[src/rtl/pipe_demux_pkg.sv]
`default_nettype none
// ============================================================================
// Module      : pipe_demux_pkg
// Description : Shared constants, types and helpers for pipe_indication_demux.
// Revision    : 1.0 - initial release
// ============================================================================
package pipe_demux_pkg;

    localparam int CNT_W = 16;

    typedef logic [CNT_W-1:0] cnt_t;

    localparam cnt_t CNT_MAX = '1;

    // Range check done in 33 bits so base + n can never wrap.
    function automatic logic tag_in_range(input logic [31:0] tag,
                                          input logic [31:0] base,
                                          input logic [31:0] n);
        logic [32:0] lim;
        lim = {1'b0, base} + {1'b0, n};
        return ({1'b0, tag} >= {1'b0, base}) && ({1'b0, tag} < lim);
    endfunction

endpackage
`default_nettype wire

[src/rtl/demux_chan_fifo.sv]
`default_nettype none
// ============================================================================
// Module      : demux_chan_fifo
// Description : Per-channel indication FIFO with optional empty cut-through.
// Revision    : 1.0 - initial release
// ============================================================================
module demux_chan_fifo #(
    parameter int DATA_W = 32,
    parameter int DEPTH  = 2,
    parameter int BYPASS = 0
) (
    input  logic              clk_i,
    input  logic              rst_i,
    input  logic              push_i,
    input  logic [DATA_W-1:0] push_data_i,
    input  logic              pop_rdy_i,
    output logic              full_o,
    output logic              empty_o,
    output logic              valid_o,
    output logic [DATA_W-1:0] data_o
);

    localparam int AW = $clog2(DEPTH);

    logic [AW:0]       wr_ptr_q, wr_ptr_d;
    logic [AW:0]       rd_ptr_q, rd_ptr_d;
    logic [DATA_W-1:0] mem_q [DEPTH];
    logic              cut;
    logic              store;
    logic              pop;

    // Extra wrap bit distinguishes full from empty when the index bits match.
    assign empty_o = (wr_ptr_q == rd_ptr_q);
    assign full_o  = (wr_ptr_q[AW] != rd_ptr_q[AW]) &&
                     (wr_ptr_q[AW-1:0] == rd_ptr_q[AW-1:0]);

    // Cut-through: an empty FIFO presents the incoming message directly.
    assign cut     = (BYPASS != 0) && empty_o && push_i;
    assign valid_o = !empty_o || cut;
    assign data_o  = cut ? push_data_i : mem_q[rd_ptr_q[AW-1:0]];

    // A cut-through message consumed in the same cycle is never stored.
    assign pop     = !empty_o && pop_rdy_i;
    assign store   = push_i && !(cut && pop_rdy_i);

    // Pointer next-state: each pointer advances on its own event.
    always_comb begin
        wr_ptr_d = wr_ptr_q + {{AW{1'b0}}, store};
        rd_ptr_d = rd_ptr_q + {{AW{1'b0}}, pop};
    end

    // Pointer and storage registers; reset empties the FIFO and zeroes data.
    always_ff @(posedge clk_i or posedge rst_i) begin
        if (rst_i) begin
            wr_ptr_q <= '0;
            rd_ptr_q <= '0;
            for (int k = 0; k < DEPTH; k++) begin
                mem_q[k] <= '0;
            end
        end else begin
            wr_ptr_q <= wr_ptr_d;
            rd_ptr_q <= rd_ptr_d;
            if (store) begin
                mem_q[wr_ptr_q[AW-1:0]] <= push_data_i;
            end
        end
    end

endmodule
`default_nettype wire

[src/rtl/pipe_indication_demux.sv]
`default_nettype none
// ============================================================================
// Module      : pipe_indication_demux
// Description : Routes tagged pipe messages to per-channel indication FIFOs;
//               out-of-range tags are dropped, counted and reported.
// Revision    : 1.0 - initial release
// ============================================================================
module pipe_indication_demux
    import pipe_demux_pkg::*;
#(
    parameter int NUM_CH   = 4,
    parameter int DATA_W   = 32,
    parameter int TAG_W    = 4,
    parameter int TAG_BASE = 1,
    parameter int DEPTH    = 2,
    parameter int BYPASS   = 0
) (
    input  logic                     CLK,
    input  logic                     RST,
    input  logic                     enq_ena,
    output logic                     enq_rdy,
    input  logic [TAG_W-1:0]         enq_tag,
    input  logic [DATA_W-1:0]        enq_data,
    output logic [NUM_CH-1:0]        ind_valid,
    input  logic [NUM_CH-1:0]        ind_rdy,
    output logic [NUM_CH*DATA_W-1:0] ind_data,
    output logic [CNT_W-1:0]         drop_count,
    output logic                     bad_tag_valid,
    output logic [TAG_W-1:0]         bad_tag,
    input  logic                     bad_clr
);

    logic [31:0]       tag_ext;
    logic              hit;
    logic [NUM_CH-1:0] sel;
    logic [NUM_CH-1:0] full;
    logic [NUM_CH-1:0] empty;
    logic [NUM_CH-1:0] pass;
    logic [NUM_CH-1:0] push;
    logic              drop;

    cnt_t              drop_cnt_q, drop_cnt_d;
    logic              bad_valid_q, bad_valid_d;
    logic [TAG_W-1:0]  bad_tag_q, bad_tag_d;

    assign tag_ext = {{(32-TAG_W){1'b0}}, enq_tag};
    assign hit     = tag_in_range(tag_ext, 32'(TAG_BASE), 32'(NUM_CH));

    // In cut-through mode a full channel still accepts when its consumer pops.
    assign pass    = (BYPASS != 0) ? ind_rdy : '0;
    assign enq_rdy = !(|(sel & full & ~pass));
    assign drop    = enq_ena && !hit;

    generate
        for (genvar i = 0; i < NUM_CH; i++) begin : g_ch
            assign sel[i]  = hit && (tag_ext == 32'(TAG_BASE + i));
            assign push[i] = enq_ena && enq_rdy && sel[i];

            demux_chan_fifo #(
                .DATA_W (DATA_W),
                .DEPTH  (DEPTH),
                .BYPASS (BYPASS)
            ) u_fifo (
                .clk_i       (CLK),
                .rst_i       (RST),
                .push_i      (push[i]),
                .push_data_i (enq_data),
                .pop_rdy_i   (ind_rdy[i]),
                .full_o      (full[i]),
                .empty_o     (empty[i]),
                .valid_o     (ind_valid[i]),
                .data_o      (ind_data[i*DATA_W +: DATA_W])
            );
        end
    endgenerate

    // Drop bookkeeping: clear wins over a same-cycle drop; count saturates.
    always_comb begin
        drop_cnt_d  = drop_cnt_q;
        bad_valid_d = bad_valid_q;
        bad_tag_d   = bad_tag_q;
        if (bad_clr) begin
            drop_cnt_d  = '0;
            bad_valid_d = 1'b0;
            bad_tag_d   = '0;
        end else if (drop) begin
            if (drop_cnt_q != CNT_MAX) begin
                drop_cnt_d = drop_cnt_q + cnt_t'(1);
            end
            bad_valid_d = 1'b1;
            bad_tag_d   = enq_tag;
        end
    end

    // Drop/error state registers.
    always_ff @(posedge CLK or posedge RST) begin
        if (RST) begin
            drop_cnt_q  <= '0;
            bad_valid_q <= 1'b0;
            bad_tag_q   <= '0;
        end else begin
            drop_cnt_q  <= drop_cnt_d;
            bad_valid_q <= bad_valid_d;
            bad_tag_q   <= bad_tag_d;
        end
    end

    assign drop_count    = drop_cnt_q;
    assign bad_tag_valid = bad_valid_q;
    assign bad_tag       = bad_tag_q;

endmodule
`default_nettype wire

[config.mk]
export PLATFORM = sky130hd
export DESIGN_NAME = pipe_indication_demux
export DESIGN_NICKNAME = d
export VERILOG_FILES = /design/src/rtl/pipe_demux_pkg.sv /design/src/rtl/demux_chan_fifo.sv /design/src/rtl/pipe_indication_demux.sv
export SDC_FILE = /design/constraint.sdc
export NUM_CORES = 1
export LEC_CHECK = 0
export ABC_AREA = 1
export CAP_MARGIN = 20
export CORE_ASPECT_RATIO = 0.7
export CORE_MARGIN = 2
export CORE_UTILIZATION = 40
export CTS_CLUSTER_SIZE = 40
export DETAILED_ROUTE_END_ITERATION = 12
export DONT_BUFFER_PORTS = 1
export PLACE_DENSITY_LB_ADDON = 0.2
export SLEW_MARGIN = 40
export SYNTH_ARGS = -nofsm -noshare
export SYNTH_HDL_FRONTEND = slang
export SYNTH_SLANG_ARGS = --single-unit
[constraint.sdc]
create_clock -name CLK -period 10.6 [get_ports CLK]
set_input_delay 1.06 -clock CLK [delete_from_list [all_inputs] [get_ports CLK]]
set_output_delay 1.06 -clock CLK [all_outputs]
set_load 0.05 [all_outputs]
==> metrics <==
status=finished, final reports clean; Critical path origin=g_ch[1].u_fifo.rd_ptr_q[0]; DRC errors left=0; Syn Inst Count=1364; total global-route track usage=0.188; Post-Syn Area=13000 sq um; post-synthesis sequential area ratio=0.564; initial drt markers=496; reg-to-reg endpoint=g_ch[0].u_fifo.mem_q[58]; synthesized-area fraction occupied by adder cells=0.0125; most common cell after layout, fill and taps aside=nand2_1; FMAX=267 MHz; Port Buffers=0; Netlist cell types=21; CP endpoint kind=register; antenna-violating nets left=0; Max H-tree Level=1; Synth Register Bits=293; Worst setup SP type=register; most frequent cells in the layout=nand2_1 (325), dfrtp_1 (289), inv_1 (159); RSZ-0062 raised after global routing=false; wire per inst=17.3 um; final period demand of the worst path=3.75 ns; area leader, netlist=dfrtp_1; final WL=30.8 mm; endpoints failing setup=0; largest net degree at the start of global routing=102; number of global-route vias before repair=8697; die footprint=34000 sq um; # hold bufs at CTS=0; # nets final=1384; area grow syn2layout=14.6%; Synth Area per Inst=9.54 sq um; Slew headroom=0.515; area share of and/or/nand/nor cells after synthesis=0.115; Max FO, Critical Path=66; Die Ht=155 um; multi-input logic area=5260 sq um; xor-xnor portion of the synthesized cell area=0.0148; Worst-Skew Late Latency=0.56 ns; Hold WC Path Type=in2async; Final Hold Vio Count=0; Clock Tree Buf Depth=3; top cell type's share of synthesized area=0.564; max-cap violations=0; total setup buffers inserted after CTS=0; post-DP HPWL=19.5 mm; synth warn=0; drt pass-1 iters=4; Clock Pin Slew Worst Setup and Hold Paths=0.06 ns; placer congestion estimate=0.811; grt total ovfl=0; total number of vias=8785; Initial Util=0.405; R2R Path Start=g_ch[1].u_fifo.rd_ptr_q[0]; clock sink count=293; IO Pins=198; worst slew pin tran=0.727 ns; Post-Route Setup TNS=0 ns; largest family of logic cells by synthesized area=simple AND/OR/NAND/NOR gates; std cell rows=55; Compound-Gate Fraction of Synth Area=0.109; CP arrival=4.16 ns; fin crit share=0.353; initial antenna violation count=0; R2R setup slack=6.85 ns; number of gates resized after CTS=0; Worst EP required=11.02 ns; Worst Setup Path Type=reg2reg; Final Skew=0.0106 ns; worst setup path end=g_ch[0].u_fifo.mem_q[58]; Area contributors post-synth=dfrtp_1 (56%), mux2_2 (11%), o21ai_0 (11%), nand2_1 (9.4%), inv_1 (4.6%); mux contribution to synthesized area=0.111; core region area=32100 sq um; Die X-Extent=220 um; first-pass GRT wire length=50.1 mm; CTS tree=yes; Vias per Instance=4.94; Hold Slack=0.466 ns; Root Buffer=clkbuf_16; Synth Net Count=1421; Num CTS Buffers=30; layout cell share with drive strength beyond 1=0.249; fillers=3013; final slew viol count=0; FF/Latch Area=7340 sq um; diode count=0; r2r worst-path depth=10
metal layers:
layer / part of all wire / global-route usage / vias to the layer above / wire, um
met3: 0.081 / 0.0612 / 37 / 2490
met4: 0.013 / 0.0296 / 0 / 400
met1: 0.48 / 0.272 / 4267 / 14800
met2: 0.43 / 0.278 / 163 / 13200
li1: - / - / 4318 / -
met5: 0 / 0 / - / 0
registers in the layout, summed over array words and instances, names as in the netlist:
signal / cells
bad_tag: 4
bad_tag_valid: 1
drop_count: 16
g_ch.u_fifo.mem_q: 256
g_ch.u_fifo.rd_ptr_q: 8
g_ch.u_fifo.wr_ptr_q: 8
cell type report:
cell class | count | area share
clock buffer | 47 | 0.0635
sequential | 293 | 0.492
multi-input combinational | 829 | 0.353
timing repair buffer | 12 | 0.00781
inverter | 161 | 0.0410
tap | 427 | 0.0358
clock inverter | 8 | 0.00646
cell families after synthesis:
kind of cell               Yosys count
adders and majority gates           13
AOI/OAI and AO/OA                  281
muxes                              128
and+or+nand+nor                    385
xor gates and xnor gates            22
DFF                                293
buffers and inverters              242
worst min-delay path by stage:
| stage | to | slack, ns |
|---|---|---|
| after floorplan | g_ch[1].u_fifo.wr_ptr_q[1] | 0.46 |
| after global placement | g_ch[1].u_fifo.rd_ptr_q[1] | 0.47 |
| after detailed placement | g_ch[2].u_fifo.rd_ptr_q[1] | 0.48 |
| after CTS | g_ch[0].u_fifo.mem_q[33] | 0.49 |
| after global routing | g_ch[0].u_fifo.mem_q[35] | 0.51 |
| final | g_ch[0].u_fifo.mem_q[35] | 0.47 |
metrics by stage:
stage | instances | area (sq um) | utilization | worst slack, ns
3_3_place_gp | 1722 | 13300 | 0.414 | 6.36
5_1_grt | 1777 | 14900 | 0.464 | 6.47
4_1_cts | 1777 | 14900 | 0.464 | 6.78
6_report | 1777 | 14900 | 0.464 | 6.85
2_1_floorplan | 1364 | 13000 | - | 1.45
3_5_place_dp | 1722 | 13900 | 0.431 | 6.77
critical path, stage by stage (launching register included):
cell and delay (ns):
dfrtp_2 0.35, buf_6 0.54, xnor2_1 0.27, nand3_1 0.13
nand2_1 0.07, nor2_2 0.46, nand2_1 0.21, nor2_1 0.26
ha_2 0.62, buf_4 0.45, o21ai_0 0.18
synth_stat cells:
master	n
nand2_1	326
dfrtp_1	293
o21ai_0	273
inv_1	160
mux2_2	128
clkbuf_1	44
nor2_1	28
nand3_1	23
buf_2	18
xor2_1	18
ha_1	13
buf_1	12
buf_4	7
nand4_1	5
a21boi_0	4
xnor2_1	4
o21bai_1	3
nand3_2	2
a21oi_1	1
inv_2	1
nor2_2	1
Power is left out: the tool's default activity adds up to more than one toggle a clock period on the data nets, which glitch-free logic cannot reach.
